==> src/rtl/fwd_select_if.sv <==
// Forwarding-select bus between the ID stage and the forwarding select unit.
// master : ID-stage side, drives the instruction being decoded plus flush,
//          receives the stall request and the EX operand-mux selects.
// slave  : fwd_select_unit side.
// Signals:
//   id_valid, id_rs, id_rt, id_uses_rs, id_uses_rt,
//   id_dest, id_reg_write, id_mem_read, flush  (master -> slave)
//   stall, fwd_a_sel, fwd_b_sel                (slave -> master)
interface fwd_select_if #(
  parameter int REG_ADDR_W = 5
);
  logic                  id_valid;
  logic [REG_ADDR_W-1:0] id_rs;
  logic [REG_ADDR_W-1:0] id_rt;
  logic                  id_uses_rs;
  logic                  id_uses_rt;
  logic [REG_ADDR_W-1:0] id_dest;
  logic                  id_reg_write;
  logic                  id_mem_read;
  logic                  flush;
  logic                  stall;
  logic [1:0]            fwd_a_sel;
  logic [1:0]            fwd_b_sel;

  modport master (
    output id_valid, id_rs, id_rt, id_uses_rs, id_uses_rt,
           id_dest, id_reg_write, id_mem_read, flush,
    input  stall, fwd_a_sel, fwd_b_sel
  );

  modport slave (
    input  id_valid, id_rs, id_rt, id_uses_rs, id_uses_rt,
           id_dest, id_reg_write, id_mem_read, flush,
    output stall, fwd_a_sel, fwd_b_sel
  );
endinterface

==> src/rtl/fwd_select_unit.sv <==
// Forwarding select unit for the EX-stage operand muxes of the 5-stage CPU.
// Shadows the destination register of each in-flight instruction and, at the
// edge where an instruction enters EX, registers the 4:1 mux select for each
// ALU operand. Requests a one-cycle load-use stall toward IF/ID.
// Ports:
//   clk    rising-edge clock
//   rst_n  synchronous reset, active-low
//   bus    fwd_select_if.slave (ID instruction fields, flush in;
//          stall, fwd_a_sel, fwd_b_sel out)
// Select codes: 00 register file, 01 MEM/WB result, 10 EX/MEM ALU result,
//               11 post-WB latch.
module fwd_select_unit #(
  parameter int REG_ADDR_W       = 5,
  parameter int ENABLE_WB_BYPASS = 1
) (
  input  logic           clk,
  input  logic           rst_n,
  fwd_select_if.slave    bus
);

  localparam logic [1:0] SEL_RF    = 2'b00;
  localparam logic [1:0] SEL_MEMWB = 2'b01;
  localparam logic [1:0] SEL_EXMEM = 2'b10;
  localparam logic [1:0] SEL_PWB   = 2'b11;

  // Shadow slots. Matching against the WB slot at issue time is what selects
  // the post-WB latch: by the time the consumer is in EX, that producer has
  // moved one stage further, into the latch itself.
  logic [REG_ADDR_W-1:0] ex_dest, mem_dest, wb_dest;
  logic                  ex_wr, mem_wr, wb_wr;
  logic                  ex_ld;

  logic                  load_hit;
  logic                  stall_c;
  logic                  issue;
  logic [1:0]            a_nxt, b_nxt;
  logic [1:0]            fwd_a_q, fwd_b_q;

  // Newest producer wins; register 0 never forwards.
  function automatic logic [1:0] pick_sel(
    input logic                  go,
    input logic                  used,
    input logic [REG_ADDR_W-1:0] src,
    input logic                  exw,
    input logic [REG_ADDR_W-1:0] exd,
    input logic                  memw,
    input logic [REG_ADDR_W-1:0] memd,
    input logic                  wbw,
    input logic [REG_ADDR_W-1:0] wbd
  );
    logic [1:0] sel;
    sel = SEL_RF;
    if (go && used && (src != '0)) begin
      if (exw && (exd == src))
        sel = SEL_EXMEM;
      else if (memw && (memd == src))
        sel = SEL_MEMWB;
      else if (wbw && (wbd == src) && (ENABLE_WB_BYPASS != 0))
        sel = SEL_PWB;
    end
    return sel;
  endfunction

  always_comb begin
    load_hit = ex_ld && ex_wr && (ex_dest != '0) &&
               ((bus.id_uses_rs && (bus.id_rs == ex_dest)) ||
                (bus.id_uses_rt && (bus.id_rt == ex_dest)));
    // flush wins over stall: a killed instruction cannot wait on a load.
    stall_c = bus.id_valid && !bus.flush && load_hit;
    issue   = bus.id_valid && !bus.flush && !stall_c;
    a_nxt   = pick_sel(issue, bus.id_uses_rs, bus.id_rs, ex_wr, ex_dest,
                       mem_wr, mem_dest, wb_wr, wb_dest);
    b_nxt   = pick_sel(issue, bus.id_uses_rt, bus.id_rt, ex_wr, ex_dest,
                       mem_wr, mem_dest, wb_wr, wb_dest);
  end

  always_ff @(posedge clk) begin
    if (!rst_n) begin
      ex_dest  <= '0;
      ex_wr    <= 1'b0;
      ex_ld    <= 1'b0;
      mem_dest <= '0;
      mem_wr   <= 1'b0;
      wb_dest  <= '0;
      wb_wr    <= 1'b0;
      fwd_a_q  <= SEL_RF;
      fwd_b_q  <= SEL_RF;
    end else begin
      // MEM -> WB
      wb_dest  <= mem_dest;
      wb_wr    <= mem_wr;
      // EX -> MEM
      mem_dest <= ex_dest;
      mem_wr   <= ex_wr;
      // ID -> EX: a bubble when nothing legal issues
      if (issue) begin
        ex_dest <= bus.id_dest;
        ex_wr   <= bus.id_reg_write;
        ex_ld   <= bus.id_mem_read;
      end else begin
        ex_dest <= '0;
        ex_wr   <= 1'b0;
        ex_ld   <= 1'b0;
      end
      fwd_a_q  <= a_nxt;
      fwd_b_q  <= b_nxt;
    end
  end

  assign bus.stall     = stall_c;
  assign bus.fwd_a_sel = fwd_a_q;
  assign bus.fwd_b_sel = fwd_b_q;

endmodule

==> src/flat_wrapper.sv <==
// flat-port wrapper written by rule: the top's interface ports become plain ports
module fwd_select_unit_flat 
#(
  parameter int REG_ADDR_W       = 5,
  parameter int ENABLE_WB_BYPASS = 1
)
  (clk, rst_n, bus_id_valid, bus_id_rs, bus_id_rt, bus_id_uses_rs, bus_id_uses_rt, bus_id_dest, bus_id_reg_write, bus_id_mem_read, bus_flush, bus_stall, bus_fwd_a_sel, bus_fwd_b_sel);
  fwd_select_if #(.REG_ADDR_W(REG_ADDR_W)) bus_i ();
  input  logic clk;
  input  logic rst_n;
  input wire logic [$bits(bus_i.id_valid)-1:0] bus_id_valid;
  input wire logic [$bits(bus_i.id_rs)-1:0] bus_id_rs;
  input wire logic [$bits(bus_i.id_rt)-1:0] bus_id_rt;
  input wire logic [$bits(bus_i.id_uses_rs)-1:0] bus_id_uses_rs;
  input wire logic [$bits(bus_i.id_uses_rt)-1:0] bus_id_uses_rt;
  input wire logic [$bits(bus_i.id_dest)-1:0] bus_id_dest;
  input wire logic [$bits(bus_i.id_reg_write)-1:0] bus_id_reg_write;
  input wire logic [$bits(bus_i.id_mem_read)-1:0] bus_id_mem_read;
  input wire logic [$bits(bus_i.flush)-1:0] bus_flush;
  output wire logic [$bits(bus_i.stall)-1:0] bus_stall;
  output wire logic [$bits(bus_i.fwd_a_sel)-1:0] bus_fwd_a_sel;
  output wire logic [$bits(bus_i.fwd_b_sel)-1:0] bus_fwd_b_sel;
  assign bus_i.id_valid = bus_id_valid;
  assign bus_i.id_rs = bus_id_rs;
  assign bus_i.id_rt = bus_id_rt;
  assign bus_i.id_uses_rs = bus_id_uses_rs;
  assign bus_i.id_uses_rt = bus_id_uses_rt;
  assign bus_i.id_dest = bus_id_dest;
  assign bus_i.id_reg_write = bus_id_reg_write;
  assign bus_i.id_mem_read = bus_id_mem_read;
  assign bus_i.flush = bus_flush;
  assign bus_stall = bus_i.stall;
  assign bus_fwd_a_sel = bus_i.fwd_a_sel;
  assign bus_fwd_b_sel = bus_i.fwd_b_sel;
  fwd_select_unit #(.REG_ADDR_W(REG_ADDR_W), .ENABLE_WB_BYPASS(ENABLE_WB_BYPASS)) u_core (.clk(clk), .rst_n(rst_n), .bus(bus_i));
endmodule
==> config.mk <==
export PLATFORM = sky130hd
export DESIGN_NAME = fwd_select_unit_flat
export DESIGN_NICKNAME = d
export VERILOG_FILES = /design/src/rtl/fwd_select_if.sv /design/src/rtl/fwd_select_unit.sv /design/src/flat_wrapper.sv
export SDC_FILE = /design/constraint.sdc
export NUM_CORES = 1
export LEC_CHECK = 0
export CORE_UTILIZATION = 43
export DETAILED_ROUTE_END_ITERATION = 16
export PLACE_DENSITY = 0.74
export SLEW_MARGIN = 20
export SYNTH_ARGS = -nofsm -noshare
export SYNTH_HDL_FRONTEND = slang
export SYNTH_SLANG_ARGS = --single-unit
==> constraint.sdc <==
create_clock -name clk -period 1.6 [get_ports clk]
set_input_delay 0.24 -clock clk [delete_from_list [all_inputs] [get_ports clk]]
set_output_delay 0.24 -clock clk [all_outputs]
set_load 0.01 [all_outputs]
# After elaboration in Yosys (flattened, before gate mapping)
# Index checks and enable logic that the tools add are counted.
# classes
eq_ne	8
muxes	6
bitwise	3
n_reduce_logical	29
# op_table
op	n
== test 5 bit	8
logical AND 1 bit	18
nonzero test 5 bit	3
two-way mux 2 bit	6
AND reduction 2 bit	3
OR reduction 3 bit	2
inverter 1 bit	3
zero test 1 bit	2
logical OR 1 bit	1
# totals
ff_bits	23
inputBits	23
output_inout_bits	5

# Logic depth before layout (Yosys ltp)
# Gate-level depths: netlist of the first run.
# logic_depth
depth_word	11
mapped_depth	5
mapped_depth_nobuf	5

# Worst setup path after synthesis of the first run
# No wires, ideal clock.
# synth_path
kind	register -> output
from	reg u_core.ex_dest[1]
to	out bus_stall
arrival_time_ps	1380
required_time_ps	1360
setup_slack_ps	-20
stages_incl_launch_ff	5
n_path_buf	0
cell_sequence	dfxtp_1 -> or3_1 -> o311a_1 -> and2_4 -> and3b_2
# synth_via
elab_chain_cells	5
elab_cells_between_ends	9
# synth_lines
item	line_no	source
start: declaration	fwd_select_unit.sv:29	logic [REG_ADDR_W-1:0] ex_dest, mem_dest, wb_dest;
start signal: assignment	fwd_select_unit.sv:97	ex_dest <= bus.id_dest;
== test 5 bit, on equally long branches	fwd_select_unit.sv:66, fwd_select_unit.sv:67	
logical AND 1 bit, on equally long branches	fwd_select_unit.sv:66, fwd_select_unit.sv:67	
logical OR 1 bit	fwd_select_unit.sv:66	((bus.id_uses_rs && (bus.id_rs == ex_dest)) ||
logical AND 1 bit *	fwd_select_unit.sv:65	load_hit = ex_ld && ex_wr && (ex_dest != '0) &&
logical AND 1 bit *	fwd_select_unit.sv:69	stall_c = bus.id_valid && !bus.flush && load_hit;
end: declaration	flat_wrapper.sv:20	output wire logic [$bits(bus_i.stall)-1:0] bus_stall;
# Mark *: on every way between the ends. The rest lies on a longest branch, timed or not.

# Worst setup path after layout of the first run
# layout_path
from	reg u_core.ex_dest[0]
to	out bus_stall
# Same word-level chain as after synthesis.

==> summary.md, run 1 <==
| Metric | Value |
|---|---|
| Status | finished, violations left |
| Failing checks | negative setup slack |
| Hold path startpoint | bus_id_dest[1] |
| Worst reg2reg startpoint | u_core.ex_dest[0]$_SDFF_PN0_ |
| Drc violations | 0 |
| CP endpoint kind | output port |
| Pin count of the biggest net entering global routing | 14 |
| Sink Count | 23 |
| VDD IR max | 0.000577 V |
| Syn Nets | ~130 |
| Ant. Diodes | 0 |
| Quantity of I/O buffers inserted on ports | 27 |
| Static Leak | 0.751 nW |
| Cells after DPL | 184 |
| Reg2reg end | u_core.bus.fwd_a_sel[0]$_SDFF_PP0_ |
| Req. time, crit path | 1.36 ns |
| First-pass iteration count of the detailed router | 4 |
| Area Overhead vs Synth | 58.9% |
| Routability cong. | 0.869 |
| Clk slew on worst S/H paths | 0.13 ns |
| Layout cell share with drive strength beyond 1 | 29.9% |
| EDFF count, synth | 0 |
| Seq cells post-synth | 23 |
| Seq/Total Area, Yosys | 42.1% |
| Gr usage total | about a quarter |
| Top FF cell, synth | dfxtp_1 |
| Crit-path max cell delay | 0.36 ns |
| Clock period minus worst slack | 2.04 ns |
| Hold Buf Count CTS | 0 |
| Ys Warns | 0 |
| Critical Path, Cell by Cell | or3_4 -> o311a_1 -> and2_4 -> and3b_2 -> buf_6 |
| Vias per cell | 5.47 |
| Period utilisation layout | 127% |
| Die area | 0.00275 mm2 |
| Worst path top cell family by delay | simple AND/OR/NAND/NOR gates |
| Fmax | 491 MHz |
| CTS tree | done |
| Vias in the first global route | 1044 |
| Worst hold stages | 2 |
| Starting Density | 47.7% |
| Crit path kind | flip-flop to output port |
| Internal reg-to-reg setup slack | -0.10 ns |
| Fin cells | 192 |
| CP arrival | approximately 1.8 ns |
| Power per cell area | just over 600 mW/mm2 |
| Initial antenna violation count | 0 |
| DR vias | 1051 |
| Rel. slew slack | 77.9% |
| Final setup fails | 4 |
| Final Hold Vio Count | 0 |
| PnR worst setup slack | -0.438 ns |
| CP max FO | 2 |
| Total Power | 0.00107 W |
| Min-Delay Endpoint | u_core.ex_dest[1]$_SDFF_PN0_ |
| Crit start category | flip-flop |
| Max Slew Vio Count | 0 |
| Worst-skew pair later-pin latency | 0.31 ns |
| Global-route wire length before repair | 4.76 mm |
| Initial drt markers | 32 |
| Worst slew pin tran | 0.330 ns |
| Synthesized cell area | 0.00109 mm2 |
| Die H | ~52 um |
| Core area | 0.00230 mm2 |
| Worst path bufs/invs | 1 |
| CTS H-tree depth | 1 |
| Worst-case reg-to-reg path depth | 5 |
| Top-Level Pins | 28 |
| Clock Tree Root | clkbuf_4 |
| Worst min path class | input pin to flip-flop |
| Unique masters post-synth | 24 |
| Die Width | between 50 and 60 um |
| Clk_skew | 0.00263 ns |
| Cells after Synth | 110 |
| Rows | 17 |
| Routed WL | 3.16 mm |
| Nets | 188 |
| CTS buffer count | 3 |
| ANT nets after route | 0 |
| Wire per inst | between 15 and 20 um |
| Async set or reset register ratio after synthesis | 0% |
| CTS max path bufs | 2 |
| Avg Synthesized Cell Area | about 10 um2 |
| Crit path max-delay cell type | dfxtp_4 |
| Max-cap viol count | 0 |
| Detailed placement HPWL | around 2.2 mm |
| RSZ-0062 raised after global routing | true |
| Grt ovf | 0 |
-- sequential cells by signal, summed over array words and instances (netlist names) --
register and flops:
u_core.ex_wr 1, u_core.wb_dest 5, u_core.bus.fwd_a_sel 2, u_core.bus.fwd_b_sel 2, u_core.mem_wr 1, u_core.mem_dest 5
u_core.ex_ld 1, u_core.wb_wr 1, u_core.ex_dest 5
-- placed cells by master (no fill, tap or decap), types with 2 or more instances in the layout --
cell type,synthesis,layout
buf_4,0,24
dfxtp_1,23,21
clkdlybuf4s50_1,0,20
and2_1,18,18
xor2_1,16,16
xnor2_1,14,11
nand2_1,6,6
nand3_1,6,5
nor4_2,0,4
dlymetal6s2s_1,0,4
clkbuf_4,0,3
xnor2_4,0,2
and3_1,2,2
or4_1,2,2
o211ai_1,2,2
nor2_1,2,2
nor4b_4,0,2
a211oi_2,0,2
dlygate4sd2_1,0,2
-- cell usage after synthesis (all sizes together) (4+ instances only) --
cell type / count / area [um2]
nand3: 6 / 30.0
dfxtp: 23 / 460
and2: 20 / 129
nor4: 4 / 25.0
nand2: 6 / 22.5
xor2: 16 / 140
xnor2: 14 / 123
-- worst max-delay path by stage --
stage / startpoint / slack, ns / cells past startpoint / endpoint
finish: u_core.ex_dest[0]$_SDFF_PN0_ / -0.44 / 5 / bus_stall
global route: u_core.ex_dest[0]$_SDFF_PN0_ / -0.52 / 5 / bus_stall
CTS: u_core.ex_dest[0]$_SDFF_PN0_ / -0.52 / 5 / bus_stall
detailed placement: bus_id_rs[0] / -0.83 / 7 / bus_stall
global placement: bus_id_rs[4] / -0.73 / 7 / bus_stall
floorplan: u_core.ex_dest[1]$_SDFF_PN0_ / -0.02 / 4 / bus_stall
-- area by class of cell --
| type | count | area (um2) |
|---|---|---|
| Multi-Input combinational cell | 86 | 752 |
| Fill cell | 165 | 558 |
| Sequential cell | 23 | 465 |
| Timing Repair Buffer | 51 | 459 |
| Tap cell | 28 | 35.0 |
| Clock buffer | 3 | 22.5 |
| Clock inverter | 1 | 5.00 |
-- power by group --
part / total (W) / internal [W] / switching (W)
clock: 0.000269 / 0.0000935 / 0.000176
combinational: 0.000212 / 0.000123 / 0.0000885
sequential: 0.000588 / 0.000580 / 0.00000777
-- kinds of logic (layout without fill, tap and decap cells) --
group	Yosys count	in the layout	share of synthesized area, %
and+or+nand+nor	48	48	27.8
AOI/OAI and AO/OA	8	8	5.83
buffers and inverters	1	55	0.343
DFF	23	23	42.1
xor gates and xnor gates	30	30	24.0
-- repair_timing --
item	CTS	global route
pin swaps	12	17
setup buffers	3	3
resized for setup	22	10
endpoints found under the setup margin	12	12
-- through the flow --
| step | area [um2] | util (%) | TNS (ns) | hold WS [ns] | worst slack (ns) |
|---|---|---|---|---|---|
| after global routing | 1740 | 75.7 | -0.923 | 0.459 | -0.516 |
| after detailed placement | 1550 | 67.3 | -4.30 | 0.495 | -0.827 |
| after CTS | 1680 | 73.0 | -1.23 | 0.466 | -0.524 |
| after floorplan | 1090 | - | -0.0203 | 0.362 | -0.0203 |
| after global placement | 1550 | 67.3 | -3.06 | 0.492 | -0.728 |
| final | 1740 | 75.7 | -0.627 | 0.463 | -0.438 |
-- layer usage --
metal	wire, um	share of wire (%)	track usage [%]
met1	1210	38	25.4
met2	1570	50	46.4
met3	216	6.8	4.93
met4	169	5.4	14.9
met5	0	0	0
Power figures use the tool's default switching activity.
==> run 2, diff against run 1 <==
--- a/config.mk
+++ b/config.mk
@@ -5,9 +5,12 @@
 export SDC_FILE = /design/constraint.sdc
 export NUM_CORES = 1
 export LEC_CHECK = 0
-export CORE_UTILIZATION = 43
+export CELL_PAD_IN_SITES_DETAIL_PLACEMENT = 0
+export CELL_PAD_IN_SITES_GLOBAL_PLACEMENT = 2
+export CORE_UTILIZATION = 26
 export DETAILED_ROUTE_END_ITERATION = 16
-export PLACE_DENSITY = 0.74
+export HOLD_SLACK_MARGIN = 0.1
+export PLACE_DENSITY_LB_ADDON = 0.1
 export SLEW_MARGIN = 20
 export SYNTH_ARGS = -nofsm -noshare
 export SYNTH_HDL_FRONTEND = slang
==> run 2 against run 1 <==
Effect of this change:
- the flow still finishes with violations (negative setup slack)
- global-route usage down 9.6 points
- die area up 63%
- combinational power down 8%
- register-to-register slack worse by 0.06 ns
- hold slack better by 0.051 ns
- sequential cell count unchanged
- critical path type unchanged
- critical endpoint unchanged
- largest cell class unchanged
==> summary.md, run 2 (same netlist as run 1, synthesis figures left out) <==
| Metric | Value |
|---|---|
| Status | finished, violations left |
| Failing checks | negative setup slack |
| Die area | 0.00447 mm2 |
| Die H | 66.9 um |
| VDD IR max | 0.000424 V |
| CTS H-tree depth | 1 |
| Nets | 189 |
| Clock Tree Root | clkbuf_8 |
| Setup TNS | -1.49 ns |
| Top-Level Pins | 28 |
| Initial antenna violation count | 0 |
| Static Leak | 0.735 nW |
| Rel. slew slack | 74.4% |
| Detailed placement HPWL | 2.42 mm |
| CP arrival | 1.77 ns |
| First-pass iteration count of the detailed router | 4 |
| Clk slew on worst S/H paths | 0.09 ns |
| Max-cap viol count | 0 |
| Worst min path class | input pin to flip-flop |
| Global-route wire length before repair | between 4 and 5 mm |
| Worst hold stages | 2 |
| Min-Delay Endpoint | u_core.ex_dest[3]$_SDFF_PN0_ |
| Grt ovf | 0 |
| Regs by FF count | u_core.ex_dest (5), u_core.mem_dest (5), u_core.wb_dest (5) |
| Hold path startpoint | bus_id_dest[3] |
| Reg2reg end | u_core.bus.fwd_a_sel[0]$_SDFF_PP0_ |
| Worst path bufs/invs | 1 |
| Max Slew Vio Count | 0 |
| Wire per inst | roughly 14 um |
| Core area | 0.00403 mm2 |
| Final Hold Vio Count | 0 |
| CTS max path bufs | 2 |
| Dpl ws | -0.728 ns |
| Quantity of I/O buffers inserted on ports | 27 |
| Routed WL | 3.04 mm |
| Period utilisation layout | 126% |
| CTS tree | done |
| Worst path top cell family by delay | simple AND/OR/NAND/NOR gates |
| DR vias | 950 |
| Post-route cell area | 0.00177 mm2 |
| Req. time, crit path | 1.36 ns |
| Crit path max-delay cell type | or3_4 |
| Dpl cell area | between 0.0015 and 0.002 mm2 |
| Worst slew pin tran | roughly 0.38 ns |
| Die Width | between 60 and 70 um |
| Fin Hold WS | 0.514 ns |
| ANT nets after route | 0 |
| Final setup fails | 12 |
| Worst-case reg-to-reg path depth | 6 |
| CP max FO | 2 |
| Drc violations | 0 |
| Critical Path, Cell by Cell | or3_4 -> o311a_4 -> and2_4 -> and3b_2 -> buf_6 |
| Power per cell area | ~650 mW/mm2 |
| Fmax | 497 MHz |
| Most frequent cells in the layout | clkdlybuf4s50_1 (22), buf_4 (22), dfxtp_1 (21) |
| Internal reg-to-reg setup slack | -0.16 ns |
| CTS buffer count | 3 |
| Worst reg2reg startpoint | u_core.ex_dest[1]$_SDFF_PN0_ |
| Crit-path max cell delay | ~0.4 ns |
| Starting Density | 27.2% |
| Layout cell share with drive strength beyond 1 | 29.7% |
| Initial drt markers | 53 |
| Pin count of the biggest net entering global routing | 15 |
| Clk_skew | 0.00472 ns |
| Routability cong. | around 0.80 |
| Area Overhead vs Synth | 62.1% |
| Worst-skew pair later-pin latency | 0.27 ns |
| Sink Count | 23 |
| Vias in the first global route | between 900 and 1000 |
| Clock period minus worst slack | 2.01 ns |
| Crit path kind | flip-flop to output port |
| Crit start category | flip-flop |
| CP endpoint kind | output port |
| Ant. Diodes | 0 |
| Rows | 23 |
| PnR worst setup slack | -0.413 ns |
| RSZ-0062 raised after global routing | true |
| Vias per cell | 4.42 |
| Gr usage total | 15.5% |
run 2: cell count changes in the layout (fill, tap and decap cells not counted), moves of 2 or more:
cell             delta
buf_6               +3
clkbuf_4            -3
clkbuf_8            +3
buf_4               -2
clkdlybuf4s50_1     +2
dlymetal6s2s_1      -2
xnor2_4             -2
run 2: final cells by class:
type                            instances  area (um2)
Timing Repair Buffer                   52         473
Multi-Input combinational cell         86         724
Sequential cell                        23         465
Clock buffer                            3        41.3
Tap cell                               50        62.6
Clock inverter                          1        7.51
Fill cell                             398        2250
run 2: report_power, final:
part | switching (W) | internal (W)
clock | 0.000198 | 0.000176
combinational | 0.0000783 | 0.000116
sequential | 0.00000837 | 0.000580
run 2: worst max path at each step:
| stage | startpoint | endpoint | cells past startpoint |
|---|---|---|---|
| final | u_core.ex_dest[1]$_SDFF_PN0_ | bus_stall | 5 |
| after global routing | u_core.ex_dest[0]$_SDFF_PN0_ | bus_stall | 7 |
| after CTS | u_core.ex_dest[1]$_SDFF_PN0_ | bus_stall | 5 |
| after detailed placement | bus_id_rs[1] | bus_stall | 7 |
| after global placement | bus_id_rt[2] | bus_stall | 7 |
| after floorplan | u_core.ex_dest[1]$_SDFF_PN0_ | bus_stall | 4 |
run 2: repair_timing:
action,4_1_cts,5_1_grt
pin swaps,10,10
buffers inserted,4,3
setup endpoints to repair,12,12
hold endpoints to repair,0,0
cloned,0,0
resized for setup,20,10
hold buffers,0,0
run 2: metal layers:
layer	track usage [%]	vias to the layer above	wire [um]
met5	0	-	0
met3	3.25	6	93
met1	18.0	437	1300
met2	26.9	22	1560
li1	-	485	-
met4	6.91	0	85
run 2: stage by stage:
stage               utilization (%)  total power [W]  std cells
finish                         44.0          0.00116        215
global placement               38.9         0.000782        205
CTS                            42.5          0.00117        213
global route                   44.0          0.00122        215
floorplan                         -         0.000662        110
detailed placement             38.9         0.000781        205
